## src/rtl/lvds_rx_pkg.sv

```systemverilog
// rtl/lvds_rx_pkg.sv - shared types and defaults for the LVDS receive alignment sequencer
package lvds_rx_pkg;

  localparam int NCH_DEF         = 30;
  localparam int DESER_DEF       = 10;
  localparam logic [DESER_DEF-1:0] TRAIN_WORD_DEF = 10'h3F0;
  localparam int PLL_RST_CYC_DEF = 16;
  localparam int LOCK_TO_DEF     = 4096;
  localparam int SETTLE_CYC_DEF  = 8;
  localparam int MATCH_CNT_DEF   = 4;

  typedef enum logic [3:0] {
    ST_IDLE      = 4'd0,
    ST_PLL_RST   = 4'd1,
    ST_WAIT_LOCK = 4'd2,
    ST_CDA_RST   = 4'd3,
    ST_SETTLE    = 4'd4,
    ST_CHECK     = 4'd5,
    ST_SLIP      = 4'd6,
    ST_NEXT      = 4'd7,
    ST_DONE      = 4'd8,
    ST_FAIL      = 4'd9
  } state_e;

  // A sequence is in progress everywhere except the three resting states.
  function automatic logic st_busy(state_e s);
    return !(s inside {ST_IDLE, ST_DONE, ST_FAIL});
  endfunction

  // States in which losing PLL lock forces an automatic restart.
  function automatic logic st_lock_watched(state_e s);
    return s inside {ST_CDA_RST, ST_SETTLE, ST_CHECK, ST_SLIP, ST_NEXT, ST_DONE};
  endfunction

  // Largest of three cycle counts, used to size the shared timer.
  function automatic int max3(int a, int b, int c);
    int m;
    m = (a > b) ? a : b;
    return (m > c) ? m : c;
  endfunction

endpackage

```

## src/rtl/lvds_rx_align_ctrl_if.sv

```systemverilog
// rtl/lvds_rx_align_ctrl_if.sv - deserializer-side link between the sequencer and the LVDS receiver
interface lvds_rx_align_ctrl_if
  import lvds_rx_pkg::*;
#(
  parameter int NCH   = NCH_DEF,
  parameter int DESER = DESER_DEF
);

  logic                   I_rx_locked;
  logic [NCH*DESER-1:0]   I_rx_data;
  logic                   O_pll_areset;
  logic [NCH-1:0]         O_rx_cda_reset;
  logic [NCH-1:0]         O_rx_cda;

  // Sequencer side: drives PLL reset and per-lane CDA controls.
  modport master (
    input  I_rx_locked,
    input  I_rx_data,
    output O_pll_areset,
    output O_rx_cda_reset,
    output O_rx_cda
  );

  // Deserializer side: supplies lock and parallel words.
  modport slave (
    output I_rx_locked,
    output I_rx_data,
    input  O_pll_areset,
    input  O_rx_cda_reset,
    input  O_rx_cda
  );

endinterface

```

## src/rtl/lvds_lane_word_mux.sv

```systemverilog
// rtl/lvds_lane_word_mux.sv - registered selection of the word of the lane under test
module lvds_lane_word_mux
  import lvds_rx_pkg::*;
#(
  parameter int NCH   = NCH_DEF,
  parameter int DESER = DESER_DEF
) (
  input  logic                       clk_i,
  input  logic                       rst_n_i,
  input  logic [NCH*DESER-1:0]       data_i,
  input  logic [$clog2(NCH)-1:0]     lane_i,
  output logic [DESER-1:0]           word_o
);

  localparam int LW = $clog2(NCH);

  logic [DESER-1:0] word_d;
  logic [DESER-1:0] word_q;

  // Pick the lane's word out of the flat bus; out-of-range lane yields zero.
  always_comb begin
    word_d = '0;
    for (int k = 0; k < NCH; k++) begin
      if (lane_i == LW'(k)) begin
        word_d = data_i[k*DESER +: DESER];
      end
    end
  end

  // One register stage between the wide bus and the compare logic.
  always_ff @(posedge clk_i or negedge rst_n_i) begin
    if (!rst_n_i) begin
      word_q <= '0;
    end else begin
      word_q <= word_d;
    end
  end

  assign word_o = word_q;

endmodule

```

## src/rtl/lvds_rx_align_ctrl.sv

```systemverilog
// rtl/lvds_rx_align_ctrl.sv - PLL reset, lock wait and per-lane bit-slip alignment sequencer
module lvds_rx_align_ctrl
  import lvds_rx_pkg::*;
#(
  parameter int               NCH         = NCH_DEF,
  parameter int               DESER       = DESER_DEF,
  parameter logic [DESER-1:0] TRAIN_WORD  = TRAIN_WORD_DEF,
  parameter int               PLL_RST_CYC = PLL_RST_CYC_DEF,
  parameter int               LOCK_TO     = LOCK_TO_DEF,
  parameter int               SETTLE_CYC  = SETTLE_CYC_DEF,
  parameter int               MATCH_CNT   = MATCH_CNT_DEF
) (
  input  logic                 I_clk,
  input  logic                 I_rst_n,
  input  logic                 I_start,
  lvds_rx_align_ctrl_if.master lvds,
  output logic                 O_rx_cda_rdy,
  output logic                 O_busy,
  output logic                 O_fail,
  output logic [NCH-1:0]       O_lane_ok
);

  localparam int LW = $clog2(NCH);
  localparam int SW = $clog2(DESER);
  localparam int MW = $clog2(MATCH_CNT + 1);
  localparam int TW = $clog2(max3(PLL_RST_CYC, LOCK_TO, SETTLE_CYC) + 1);

  state_e          state_q, state_d;
  logic [TW-1:0]   timer_q, timer_d;
  logic [LW-1:0]   lane_q, lane_d;
  logic [SW-1:0]   slip_q, slip_d;
  logic [MW-1:0]   match_q, match_d;
  logic            lane_fail_q, lane_fail_d;
  logic [NCH-1:0]  lane_ok_q, lane_ok_d;
  logic            fail_q, fail_d;

  logic            pll_areset_q, pll_areset_d;
  logic [NCH-1:0]  cda_reset_q, cda_reset_d;
  logic [NCH-1:0]  cda_q, cda_d;
  logic            rdy_q, rdy_d;
  logic            busy_q, busy_d;

  logic [DESER-1:0] lane_word;
  logic [NCH-1:0]   lane_sel;

  lvds_lane_word_mux #(
    .NCH   (NCH),
    .DESER (DESER)
  ) u_word_mux (
    .clk_i   (I_clk),
    .rst_n_i (I_rst_n),
    .data_i  (lvds.I_rx_data),
    .lane_i  (lane_q),
    .word_o  (lane_word)
  );

  // Next state, counters and registered-output decode from the next state.
  always_comb begin
    state_d     = state_q;
    timer_d     = timer_q;
    lane_d      = lane_q;
    slip_d      = slip_q;
    match_d     = match_q;
    lane_fail_d = lane_fail_q;
    lane_ok_d   = lane_ok_q;
    fail_d      = fail_q;

    case (state_q)
      ST_IDLE, ST_DONE, ST_FAIL: begin
        if (I_start) begin
          state_d     = ST_PLL_RST;
          timer_d     = '0;
          lane_d      = '0;
          lane_ok_d   = '0;
          lane_fail_d = 1'b0;
          fail_d      = 1'b0;
        end
      end
      ST_PLL_RST: begin
        if (timer_q == TW'(PLL_RST_CYC - 1)) begin
          state_d = ST_WAIT_LOCK;
          timer_d = '0;
        end else begin
          timer_d = timer_q + TW'(1);
        end
      end
      ST_WAIT_LOCK: begin
        if (lvds.I_rx_locked) begin
          state_d = ST_CDA_RST;
          timer_d = '0;
        end else if (timer_q == TW'(LOCK_TO - 1)) begin
          state_d = ST_FAIL;
          fail_d  = 1'b1;
        end else begin
          timer_d = timer_q + TW'(1);
        end
      end
      ST_CDA_RST: begin
        slip_d  = '0;
        timer_d = '0;
        state_d = ST_SETTLE;
      end
      ST_SETTLE: begin
        if (timer_q == TW'(SETTLE_CYC - 1)) begin
          state_d = ST_CHECK;
          timer_d = '0;
          match_d = '0;
        end else begin
          timer_d = timer_q + TW'(1);
        end
      end
      ST_CHECK: begin
        // The mux output lags the bus by one cycle; SETTLE covers that lag.
        if (lane_word == TRAIN_WORD) begin
          match_d = match_q + MW'(1);
          if (match_q == MW'(MATCH_CNT - 1)) begin
            lane_ok_d[lane_q] = 1'b1;
            state_d           = ST_NEXT;
          end
        end else begin
          state_d = ST_SLIP;
        end
      end
      ST_SLIP: begin
        if (slip_q == SW'(DESER - 1)) begin
          lane_fail_d = 1'b1;
          state_d     = ST_NEXT;
        end else begin
          slip_d  = slip_q + SW'(1);
          timer_d = '0;
          state_d = ST_SETTLE;
        end
      end
      ST_NEXT: begin
        if (lane_q == LW'(NCH - 1)) begin
          if (lane_fail_q) begin
            state_d = ST_FAIL;
            fail_d  = 1'b1;
          end else begin
            state_d = ST_DONE;
          end
        end else begin
          lane_d  = lane_q + LW'(1);
          state_d = ST_CDA_RST;
        end
      end
      default: begin
        state_d = ST_IDLE;
      end
    endcase

    // Losing lock after the PLL came up invalidates every lane: start over.
    if (st_lock_watched(state_q) && !lvds.I_rx_locked) begin
      state_d     = ST_PLL_RST;
      timer_d     = '0;
      lane_d      = '0;
      slip_d      = '0;
      match_d     = '0;
      lane_ok_d   = '0;
      lane_fail_d = 1'b0;
      fail_d      = 1'b0;
    end

    lane_sel     = NCH'(1) << lane_d;
    pll_areset_d = (state_d == ST_PLL_RST);
    busy_d       = st_busy(state_d);
    rdy_d        = (state_d == ST_DONE);
    cda_reset_d  = (state_d == ST_CDA_RST) ? lane_sel : '0;
    // Entering SLIP with the last slip position already used means the lane failed: no pulse.
    cda_d        = ((state_d == ST_SLIP) && (slip_d != SW'(DESER - 1))) ? lane_sel : '0;
  end

  // State register, counters and registered outputs; reset clears all outputs at once.
  always_ff @(posedge I_clk or negedge I_rst_n) begin
    if (!I_rst_n) begin
      state_q      <= ST_IDLE;
      timer_q      <= '0;
      lane_q       <= '0;
      slip_q       <= '0;
      match_q      <= '0;
      lane_fail_q  <= 1'b0;
      lane_ok_q    <= '0;
      fail_q       <= 1'b0;
      pll_areset_q <= 1'b0;
      cda_reset_q  <= '0;
      cda_q        <= '0;
      rdy_q        <= 1'b0;
      busy_q       <= 1'b0;
    end else begin
      state_q      <= state_d;
      timer_q      <= timer_d;
      lane_q       <= lane_d;
      slip_q       <= slip_d;
      match_q      <= match_d;
      lane_fail_q  <= lane_fail_d;
      lane_ok_q    <= lane_ok_d;
      fail_q       <= fail_d;
      pll_areset_q <= pll_areset_d;
      cda_reset_q  <= cda_reset_d;
      cda_q        <= cda_d;
      rdy_q        <= rdy_d;
      busy_q       <= busy_d;
    end
  end

  assign lvds.O_pll_areset   = pll_areset_q;
  assign lvds.O_rx_cda_reset = cda_reset_q;
  assign lvds.O_rx_cda       = cda_q;
  assign O_rx_cda_rdy        = rdy_q;
  assign O_busy              = busy_q;
  assign O_fail              = fail_q;
  assign O_lane_ok           = lane_ok_q;

endmodule
```

## src/flat_wrapper.sv

```systemverilog
// flat-port wrapper written by rule: the top's interface ports become plain ports
module lvds_rx_align_ctrl_flat import lvds_rx_pkg::*;
#(
  parameter int               NCH         = NCH_DEF,
  parameter int               DESER       = DESER_DEF,
  parameter logic [DESER-1:0] TRAIN_WORD  = TRAIN_WORD_DEF,
  parameter int               PLL_RST_CYC = PLL_RST_CYC_DEF,
  parameter int               LOCK_TO     = LOCK_TO_DEF,
  parameter int               SETTLE_CYC  = SETTLE_CYC_DEF,
  parameter int               MATCH_CNT   = MATCH_CNT_DEF
)
  (I_clk, I_rst_n, I_start, O_rx_cda_rdy, O_busy, O_fail, O_lane_ok, lvds_I_rx_locked, lvds_I_rx_data, lvds_O_pll_areset, lvds_O_rx_cda_reset, lvds_O_rx_cda);
  lvds_rx_align_ctrl_if #(.NCH(NCH), .DESER(DESER)) lvds_i ();
  input  logic I_clk;
  input  logic I_rst_n;
  input  logic I_start;
  output logic O_rx_cda_rdy;
  output logic O_busy;
  output logic O_fail;
  output logic [NCH-1:0] O_lane_ok;
  input wire logic [$bits(lvds_i.I_rx_locked)-1:0] lvds_I_rx_locked;
  input wire logic [$bits(lvds_i.I_rx_data)-1:0] lvds_I_rx_data;
  output wire logic [$bits(lvds_i.O_pll_areset)-1:0] lvds_O_pll_areset;
  output wire logic [$bits(lvds_i.O_rx_cda_reset)-1:0] lvds_O_rx_cda_reset;
  output wire logic [$bits(lvds_i.O_rx_cda)-1:0] lvds_O_rx_cda;
  assign lvds_i.I_rx_locked = lvds_I_rx_locked;
  assign lvds_i.I_rx_data = lvds_I_rx_data;
  assign lvds_O_pll_areset = lvds_i.O_pll_areset;
  assign lvds_O_rx_cda_reset = lvds_i.O_rx_cda_reset;
  assign lvds_O_rx_cda = lvds_i.O_rx_cda;
  lvds_rx_align_ctrl #(.NCH(NCH), .DESER(DESER), .TRAIN_WORD(TRAIN_WORD), .PLL_RST_CYC(PLL_RST_CYC), .LOCK_TO(LOCK_TO), .SETTLE_CYC(SETTLE_CYC), .MATCH_CNT(MATCH_CNT)) u_core (.I_clk(I_clk), .I_rst_n(I_rst_n), .I_start(I_start), .lvds(lvds_i), .O_rx_cda_rdy(O_rx_cda_rdy), .O_busy(O_busy), .O_fail(O_fail), .O_lane_ok(O_lane_ok));
endmodule
```

## config.mk

```make
export PLATFORM = sky130hd
export DESIGN_NAME = lvds_rx_align_ctrl_flat
export DESIGN_NICKNAME = d
export VERILOG_FILES = /design/src/rtl/lvds_rx_pkg.sv /design/src/rtl/lvds_rx_align_ctrl_if.sv /design/src/rtl/lvds_lane_word_mux.sv /design/src/rtl/lvds_rx_align_ctrl.sv /design/src/flat_wrapper.sv
export SDC_FILE = /design/constraint.sdc
export NUM_CORES = 1
export LEC_CHECK = 0
export BUFFER_PORTS_ARGS = -buffer_cell sky130_fd_sc_hd__buf_2
export CAP_MARGIN = 5
export CORE_MARGIN = 1
export CORE_UTILIZATION = 29
export CTS_BUF_LIST = sky130_fd_sc_hd__clkbuf_2 sky130_fd_sc_hd__clkbuf_4 sky130_fd_sc_hd__clkbuf_8
export DETAILED_ROUTE_END_ITERATION = 12
export PLACE_DENSITY = 0.59
export SLEW_MARGIN = 30
export SYNTH_ARGS = -nofsm -noshare
export SYNTH_HDL_FRONTEND = slang
export SYNTH_HIERARCHICAL = 1
export SYNTH_SLANG_ARGS = --single-unit
```

## constraint.sdc

```tcl
create_clock -name I_clk -period 4.7 [get_ports I_clk]
set_input_delay 0.235 -clock I_clk [delete_from_list [all_inputs] [get_ports I_clk]]
set_output_delay 0.235 -clock I_clk [all_outputs]
set_load 0.03 [all_outputs]
```

-- Word-level counts from Yosys, hierarchy flattened
Index checks and enable logic that the tools add are counted.
- flip-flop bits (word level): 134
- latch bits: 0
- memory bits (writable): 0
- bits in read-only memories: 0
- bits of input ports: 304
- output and inout bits: 94
- word-level logic and storage cells: 184
- memories: 0
- add/sub/neg operators: 4
- $mul: 0
- divide/modulo/power cells: 0
- order comparisons: 2
- equal/unequal tests: 61
- shift-type cells: 1
- muxes and demuxes: 80
- bitwise gates (word level): 1
- reductions and logical operators: 21
- operators by type and width (kind ; count):
    $mux W10 ; 30
    $mux W30 ; 6
    $mux W13 ; 7
    $pmux W13 S6 ; 1
    $eq A5 B5 Y1 const B ; 14
    $pmux W30 S2 ; 1
    $mux W4 ; 11
    $eq A5 B4 Y1 const B ; 8
    $pmux W4 S8 ; 1
    $or A30 B30 Y30 ; 1
    $shl A1 B5 Y30 const A ; 1
    $ne A3 B2 Y1 const B ; 8
    $eq A4 B3 Y1 const B ; 5
    $eq A4 B4 Y1 const B ; 5
    $eq A5 B3 Y1 const B ; 4
    $mux W5 ; 3
    $add A13 B1 Y13 const B ; 1
    $eq A13 B12 Y1 const B ; 1
    $eq A13 B3 Y1 const B ; 1
    $eq A13 B4 Y1 const B ; 1
    $eq A4 B2 Y1 const B ; 3
    $reduce_bool A3 Y1 ; 4
    $eq A10 B10 Y1 const B ; 1
    $eq A5 B2 Y1 const B ; 2
    other kinds (31) ; 50

-- Logic depth before layout (Yosys ltp)
Gate-level depths: netlist (run 1).
- depth in word-level cells: 31
- depth in mapped cells: 10
- gate-level depth less buffers: 8

-- Cells and area by module
The synthesis (run 1) kept the hierarchy.
- modules (own cells, without submodules) (module ; instances ; cells each ; area each (um2) ; sequential area each (um2)):
    lvds_rx_align_ctrl ; 1 ; 509 ; 5534.1 ; 3103.0
    lvds_lane_word_mux ; 1 ; 622 ; 3876.2 ; 250.2

-- Worst setup path after synthesis (run 1)
Ideal clock, no wire load.
- path kind: register to register
- start: register u_core.lane_q[0]
- end: register u_core.cda_q[2] (netlist: u_core/lvds.O_rx_cda[2])
- library setup time: 74 ps
- arrival time: 2453 ps
- data required time: 4626 ps
- path slack: 2173 ps
- stages on the path, launching flop included: 9
- path buffers: 1
- period minus slack after synthesis: 2527 ps
- path through: dfrtp_1 > ha_1 > nand4_1 > nand2_1 > o221a_2 > or4_1 > buf_2 > or4b_4 > nor2_1
- longest elaborated chain between the ends: 7
- elaborated cells on any way between the ends: 13
- classes of those cells: 1 x add/sub; 2 x eq/ne; 1 x shift; 8 x mux; 1 x reduce/logical
- RTL lines (what ; line ; source):
    start, declared ; lvds_rx_align_ctrl.sv:30 ; logic [LW-1:0] lane_q, lane_d;
    start signal, assigned ; lvds_rx_align_ctrl.sv:192 ; lane_q <= lane_d;
    parallel branches: the longest is 6 deep, another holds $add A5 B1 Y5 ; n/a ;
    $mux W30 * ; lvds_rx_align_ctrl.sv:170 ; cda_d = ((state_d == ST_SLIP) && (slip_d != SW'(DESER - 1))) ? lane_sel : '0;
    named net u_core.cda_d[2] ; lvds_rx_align_ctrl.sv:39 ; logic [NCH-1:0] cda_q, cda_d;
    end signal, assigned ; lvds_rx_align_ctrl.sv:186 ; cda_q <= '0;
    end signal, assigned ; lvds_rx_align_ctrl.sv:200 ; cda_q <= cda_d;
    end, declared ; lvds_rx_align_ctrl.sv:39 ;
Mark *: on every way through the listed nets, which the timed path passes.
A chain may end at the register's enable or synchronous reset.

-- Worst setup path in the final report (run 1)
- start: register u_core.lane_q[4]
- end: register u_core.u_word_mux.word_q[1] (netlist: u_core/u_word_mux/word_o[1])
- longest elaborated chain between the ends: 31
- elaborated cells on any way between the ends: 60
- classes of those cells: 29 x eq/ne; 30 x mux; 1 x reduce/logical
- RTL lines (what ; line ; source):
    $logic_not A5 Y1 ; lvds_lane_word_mux.sv:24 ; if (lane_i == LW'(k)) begin
    $mux W10 (29 in a row) ; lvds_lane_word_mux.sv:24 ;
    $mux W10 * ; lvds_lane_word_mux.sv:24 ;
    named net u_core.u_word_mux.word_d[1] ; lvds_lane_word_mux.sv:17 ; logic [DESER-1:0] word_d;
    end signal, assigned ; lvds_lane_word_mux.sv:35 ; word_q <= word_d;
    end, declared ; lvds_lane_word_mux.sv:18 ; logic [DESER-1:0] word_q;
Mark *: on every way through the listed nets, which the timed path passes. The rest lies on a longest branch.

==> results of run 1 <==
[state kept, by name, indices dropped and copies added, names as in the netlist, 3 cells and up]
| register | cells |
|---|---|
| u_core/O_lane_ok | 30 |
| u_core/lane_q | 5 |
| u_core/lvds.O_rx_cda | 30 |
| u_core/lvds.O_rx_cda_reset | 30 |
| u_core/match_q | 3 |
| u_core/slip_q | 4 |
| u_core/state_q | 4 |
| u_core/timer_q | 13 |
| u_core/u_word_mux/word_o | 10 |
[through the flow]
| stage | cell area (µm²) | hold WS [ps] |
|---|---|---|
| floorplan | 9410 | -60.6 |
| global placement | 11600 | 464 |
| detailed placement | 11700 | 335 |
| CTS | 12100 | 36.4 |
| global route | 12100 | 68.7 |
| finish | 12100 | 66.0 |
[synthesized netlist by cell type, types with 6 or more instances]
cell type | n | share of area [%]
a211oi_1 | 11 | 0.88
a21oi_1 | 69 | 3.7
a221o_1 | 7 | 0.74
a221oi_1 | 12 | 1.1
a22o_1 | 11 | 1.0
a22oi_1 | 20 | 1.6
a31oi_1 | 13 | 0.86
a32o_1 | 27 | 2.9
and2_1 | 13 | 0.86
and3_1 | 12 | 0.80
buf_2 | 33 | 1.8
buf_4 | 12 | 0.96
clkbuf_1 | 38 | 1.5
dfrtp_1 | 134 | 36
ha_1 | 9 | 1.2
inv_1 | 16 | 0.64
mux2i_1 | 17 | 1.8
nand2_1 | 76 | 3.0
nand2b_1 | 16 | 1.1
nand3_1 | 45 | 2.4
nand3b_1 | 8 | 0.64
nand4_1 | 12 | 0.80
nand4b_1 | 6 | 0.56
nor2_1 | 118 | 4.7
nor2b_1 | 19 | 1.3
nor3_1 | 85 | 4.5
nor4_1 | 6 | 0.40
nor4b_1 | 6 | 0.56
o2111ai_1 | 9 | 0.84
o211ai_1 | 10 | 0.80
o21a_1 | 6 | 0.48
o21ai_0 | 56 | 3.0
o21ai_1 | 8 | 0.43
o221ai_1 | 11 | 1.0
o22ai_1 | 34 | 2.3
o31ai_1 | 9 | 0.72
or2_2 | 6 | 0.40
or3_1 | 13 | 0.86
[power by group through the flow]
stage | Combinational (mW) | Clock, mW | Sequential, mW
finish | 0.845 | 1.03 | 1.29
global route | 0.903 | 1.10 | 1.30
CTS | 0.826 | 1.06 | 1.29
detailed placement | 0.821 | 0 | 1.31
global placement | 0.819 | 0 | 1.31
floorplan | 0.475 | 0 | 1.27
[area by class of cell]
| class | instances | area, µm² |
|---|---|---|
| Sequential cell | 134 | 3360 |
| Timing Repair Buffer | 422 | 2180 |
| Tap cell | 402 | 503 |
| Antenna cell | 3 | 7.51 |
| Clock inverter | 13 | 170 |
| Fill cell | 3355 | 19600 |
| Inverter | 17 | 63.8 |
| Clock buffer | 19 | 249 |
| Multi-Input combinational cell | 891 | 5560 |
[worst min-delay path: stages]
cell       delay [ps]
buf_2             110
nand2_1            50
o2111ai_1         100
[kinds of logic after synthesis]
kind of cell    count (synthesis)
xor+xnor                        6
fa+ha+maj                       9
flops                         134
simple gates                  482
mux                            22
buf+inv                       106
compound gates                372
[final timing paths]
check | start | depth (start not counted) | end | slack (ps)
max | u_core/lane_q[4] | 8 | u_core/u_word_mux/word_o[1] | 1170
min | lvds_I_rx_data[285] | 3 | u_core/u_word_mux/word_o[5] | 70
max reg2reg | u_core/lane_q[4] | 8 | u_core/u_word_mux/word_o[1] | 1170
min reg2reg | u_core/O_lane_ok[16] | 2 | u_core/O_lane_ok[16] | 490
max in group asynchronous | I_rst_n | 3 | u_core/timer_q[4] | 3130
min in group asynchronous | I_rst_n | 2 | u_core/lvds.O_rx_cda_reset[14] | 390
[routing by layer]
metal | global-route usage, % | part of all wire, %
met3 | 8.46 | 11
met2 | 44.4 | 43
met5 | 0 | 0.026
met1 | 40.4 | 43
met4 | 9.31 | 2.7
[cell usage in the layout (no fill, tap or decap), drive strengths merged, types with 7 or more instances in the layout]
cell / netlist / layout
buf: 49 / 421
dfrtp: 134 / 134
nor2: 120 / 120
nor3: 86 / 86
nand2: 76 / 76
a21oi: 69 / 69
o21ai: 64 / 64
nand3: 45 / 45
o22ai: 35 / 35
a32o: 27 / 27
inv: 17 / 21
a22oi: 20 / 20
nor2b: 20 / 20
clkbuf: 40 / 19
mux2i: 17 / 17
nand2b: 16 / 16
and2: 13 / 13
a31oi: 13 / 13
or3: 13 / 13
and3: 12 / 12
nand4: 12 / 12
a221oi: 12 / 12
a211oi: 11 / 11
a22o: 11 / 11
o221ai: 11 / 11
o211ai: 10 / 10
o31ai: 9 / 9
ha: 9 / 9
o2111ai: 9 / 9
nand3b: 8 / 8
or2: 8 / 8
a221o: 7 / 7
or4b: 7 / 7
==> qor.csv, run 1 <==
stage;metric;value;unit
setup_path;cp-start-kind;register;
timing;relSlewSlack;28.5;%
grt;grt_overflow;0;
synthesis;syn_inst;1131;
die;dieHeight;182;µm
min_path;hp-class;in -> reg;
placement;gp_congestion;1.06;
die;die-area;33200;µm²
placement;dp_hpwl;39400;µm
job;maxCapViolations;0;
finish;fin_nets;1796;
synthesis;synth.distinct_cells;90;
synthesis;synth_ff_type;dfrtp_1;
setup_path;worstSetupPathType;reg -> reg;
synthesis;synth_fa_ha_area_share;1.20;%
detailed_routing;first_iter_violations;1189;
power;p_leak;5.49;nW
placement;numPortBuffers;397;
synthesis;synthArstFlopShare;100;%
timing;rsz0062_at_grt;no;
timing;finClkSkew;22.9;ps
power;pwr-share-comb;26.7;%
die;core;31700;µm²
synthesis;synth_nets;1444;
timing;clock.fmax;283;MHz
clock_network;tritoncts;built;
setup_path;crit_fanout;30;
detailed_routing;wl;49800;µm
grt;grt_pass1_vias;11149;
detailed_routing;via_per_inst;6.09;
clock_network;ctsResizeCount;0;
grt;grt_pass1_wl;72900;µm
synthesis;synth_area_per_cell;8.32;µm²
synthesis;synth_xor_xnor_area_share;0.558;%
clock_network;clkTransAtPathRegs;90;ps
clock_network;cts-root-buf;clkbuf_8;
timing;fin_crit_sh;75.1;%
timing;worstMarginPinSlew;1070;ps
power;power_switching_share;34.8;%
timing;hold_viol;0;
detailed_routing;drtAntennaViolNets;0;
clock_network;cts_buffers;17;
placement;dp_slack;1000;ps
setup_path;crit_chain;buf_4, nand3b_1, nor2_1, a221oi_1, o21ai_1, a211oi_1, nor3_1, a211o_1;
synthesis;synth_top_family_by_area;compound AO/OA/AOI/OAI gates;
power;power_frac_clock;32.6;%
clock_network;htree_levels;4;
clock_network;numClockSinks;134;
detailed_routing;dr.pass1.iters;7;
finish;drive_gt1_share;32.6;%
finish;area_delta_synth_final;28.6;%
die;die_x;182;µm
timing;finalSetupViolations;0;
grt;grt_max_degree;83;
power;power.density;262;nW/µm²
setup_path;crit_family;compound AO/OA/AOI/OAI gates;
synthesis;seq_area_frac_synth;35.6;%
clock_network;clock_latency;460;ps
setup_path;cp_num_buf_inv;1;
setup_path;worstPathArrival;3880;ps
synthesis;netlist_area;9410;µm²
power;intPower;2.07;mW
outcome;status;finished, final reports clean;
detailed_routing;dr_total_vias;11569;
synthesis;synthSimpleGateAreaFrac;26.9;%
synthesis;ys_ff_latch;134;
die;start_util;29.7;%
synthesis;synth-compound-area-share;27.9;%
detailed_routing;remaining_drc_errors;0;
timing;setup_slack;1170;ps
timing;setup_tns;0;ps
die;floorplan.rows;65;
die;ios;398;
finish;finish.utilization;38.1;%
synthesis;synth-edff-count;0;
timing;maxSlewViolCount;0;
setup_path;endpoint_kind;register;
setup_path;slowest_delay;760;ps
timing;fin_crit;3530;ps
power;ir_drop;0.143;mV
finish;stdcell_count;1901;
clock_network;post_cts_buffers;0;
power;p_switching;1.10;mW
power;pwr-share-seq;40.8;%
clock_network;clock_path_buffers;2;
synthesis;synthMuxAreaShare;2.41;%
synthesis;yosys_warnings;6;
placement;place_inst;1865;
setup_path;critPathSlowestCell;dfrtp_2;
setup_path;required;5050;ps
detailed_routing;wl_per_cell;26.2;µm
grt;antenna_found_initial;5;
grt;track_usage;29.5;%
clock_network;ctsHoldBuffers;1;
power;power.total;3.17;mW
No activity file was read; power rests on OpenSTA's default activity.
==> inputs of run 2 (changes only) <==
- PLACE_DENSITY: 0.59 -> 0.61
- clock period: 4.7 -> 2.9 ns (I/O delays scaled with it)
==> qor.csv, run 2 (synthesized netlist as in run 1, its figures left out) <==
stage;metric;value;unit;change
outcome;status;finished, final reports clean;;
min_path;hp-class;in -> reg;;
timing;clock.fmax;355;MHz;+25%
finish;drive_gt1_share;36.2;%;+3.5 points
grt;grt_overflow;0;;unchanged
power;power.density;406;nW/µm²;+55%
die;dieHeight;182;µm;unchanged
grt;antenna_found_initial;2;;-3
clock_network;tritoncts;built;;
detailed_routing;remaining_drc_errors;0;;unchanged
detailed_routing;first_iter_violations;1307;;+9.9%
clock_network;clock_latency;440;ps;-20 ps
clock_network;cts-root-buf;clkbuf_8;;
finish;final_common_cell;buf_2;;
grt;grt_pass1_vias;11387;;+2.1%
timing;setup_tns;0;ps;unchanged
timing;setup_slack;80.9;ps;-1090 ps
placement;dp_hpwl;40600;µm;+3.2%
finish;fin_nets;1876;;+4.5%
detailed_routing;via_per_inst;5.88;;-3.4%
die;floorplan.rows;65;;unchanged
die;die-area;33200;µm²;unchanged
timing;fin_crit;2820;ps;-711 ps
timing;rsz0062_at_grt;yes;;
power;p_leak;5.89;nW;+7.2%
detailed_routing;dr_total_vias;11644;;+0.65%
timing;finalSetupViolations;0;;unchanged
grt;grt_max_degree;135;;+63%
finish;most-common-layout-cells;buf_2, dfrtp_1, nor2_1;;
detailed_routing;wl;50800;µm;+2.0%
clock_network;numClockSinks;134;;unchanged
detailed_routing;drtAntennaViolNets;0;;unchanged
setup_path;worstSetupPathType;reg -> reg;;
die;start_util;29.7;%;unchanged
setup_path;worstPathArrival;3190;ps;-690 ps
finish;area_delta_synth_final;35.3;%;
timing;worstMarginPinSlew;768;ps;-301 ps
detailed_routing;wl_per_cell;25.7;µm;-2.1%
die;ios;398;;unchanged
grt;track_usage;30.1;%;+0.61 points
setup_path;crit_fanout;22;;-27%
setup_path;required;3270;ps;-1780 ps
placement;gp_congestion;1.03;;-3.0%
clock_network;htree_levels;4;;unchanged
clock_network;post_cts_buffers;0;;unchanged
grt;grt_pass1_wl;74000;µm;+1.6%
timing;hold_viol;0;;unchanged
die;die_x;182;µm;unchanged
timing;fin_crit_sh;97.2;%;+22 points
setup_path;cp-start-kind;register;;
placement;numPortBuffers;397;;unchanged
clock_network;clkTransAtPathRegs;80;ps;about the same
job;maxCapViolations;0;;unchanged
timing;relSlewSlack;48.1;%;+20 points
placement;dp_slack;-100;ps;-1100 ps
timing;maxSlewViolCount;0;;unchanged
detailed_routing;dr.pass1.iters;5;;-2
timing;finClkSkew;21.3;ps;-1.59 ps
clock_network;cts_buffers;17;;unchanged
die;core;31700;µm²;unchanged
power;ir_drop;0.242;mV;+69%
clock_network;clock_path_buffers;2;;unchanged
setup_path;endpoint_kind;register;;
run 2: critical path: stages, from the launching register on:
cell and delay (ps):
dfrtp_4 590, buf_4 300, nand2b_1 300, nor2_1 470, o221ai_1 240, o2111ai_1 210
o221ai_2 210, a21oi_1 290, o21a_1 150
run 2: final cells by class:
type | instances | area (µm²)
multi-input cells | 891 | 5580
clock inverters | 12 | 116
flip-flops and latches | 134 | 3360
inverters | 17 | 63.8
repair buffers | 502 | 2830
well taps | 402 | 503
fillers | 3324 | 19000
diodes | 3 | 7.51
clock buffers | 20 | 269
run 2: power by group:
part | internal [mW] | switching (mW) | total, mW
Combinational | 0.618 | 0.950 | 1.57
Sequential | 1.96 | 0.0979 | 2.06
Clock | 0.748 | 0.794 | 1.54
run 2: path summary, 6_finish.rpt:
path / depth (start not counted) / start / slack [ps] / end
worst max-delay path: 8 / u_core/lane_q[2] / 80 / u_core/u_word_mux/word_o[2]
min in group asynchronous: 3 / I_rst_n / 330 / u_core/lvds.O_rx_cda_reset[13]
worst min register to register: 2 / u_core/O_lane_ok[28] / 490 / u_core/O_lane_ok[28]
worst min-delay path: 4 / lvds_I_rx_data[281] / 50 / u_core/u_word_mux/word_o[1]
max in group asynchronous: 3 / I_rst_n / 1940 / u_core/lane_q[2]
worst max register to register: 8 / u_core/lane_q[2] / 80 / u_core/u_word_mux/word_o[2]
run 2: what timing repair did:
item	in CTS	in global routing
gates resized for setup	2	9
setup endpoints to repair	2	54
hold buffers	4	0
pin swaps	0	0
hold endpoints to repair	135	0
run 2: metrics by stage:
stage / total power [mW] / std cells / hold WS, ps / cell area, µm² / utilization, %
floorplan: 2.83 / 1131 / -151 / 9410 / -
global placement: 3.59 / 1942 / 332 / 12300 / 38.6
detailed placement: 3.60 / 1942 / 337 / 12300 / 38.7
CTS: 5.16 / 1978 / 5.30 / 12700 / 40.0
global route: 5.40 / 1978 / 24.8 / 12700 / 40.1
finish: 5.17 / 1981 / 50.8 / 12700 / 40.1
run 2: layer usage:
metal | wire, µm | vias up | GRT usage [%]
li1 | - | 5207 | -
met1 | 22800 | 5686 | 42.7
met2 | 22100 | 666 | 45.4
met3 | 4520 | 83 | 6.19
met4 | 1410 | 2 | 9.65
met5 | 12 | - | 0
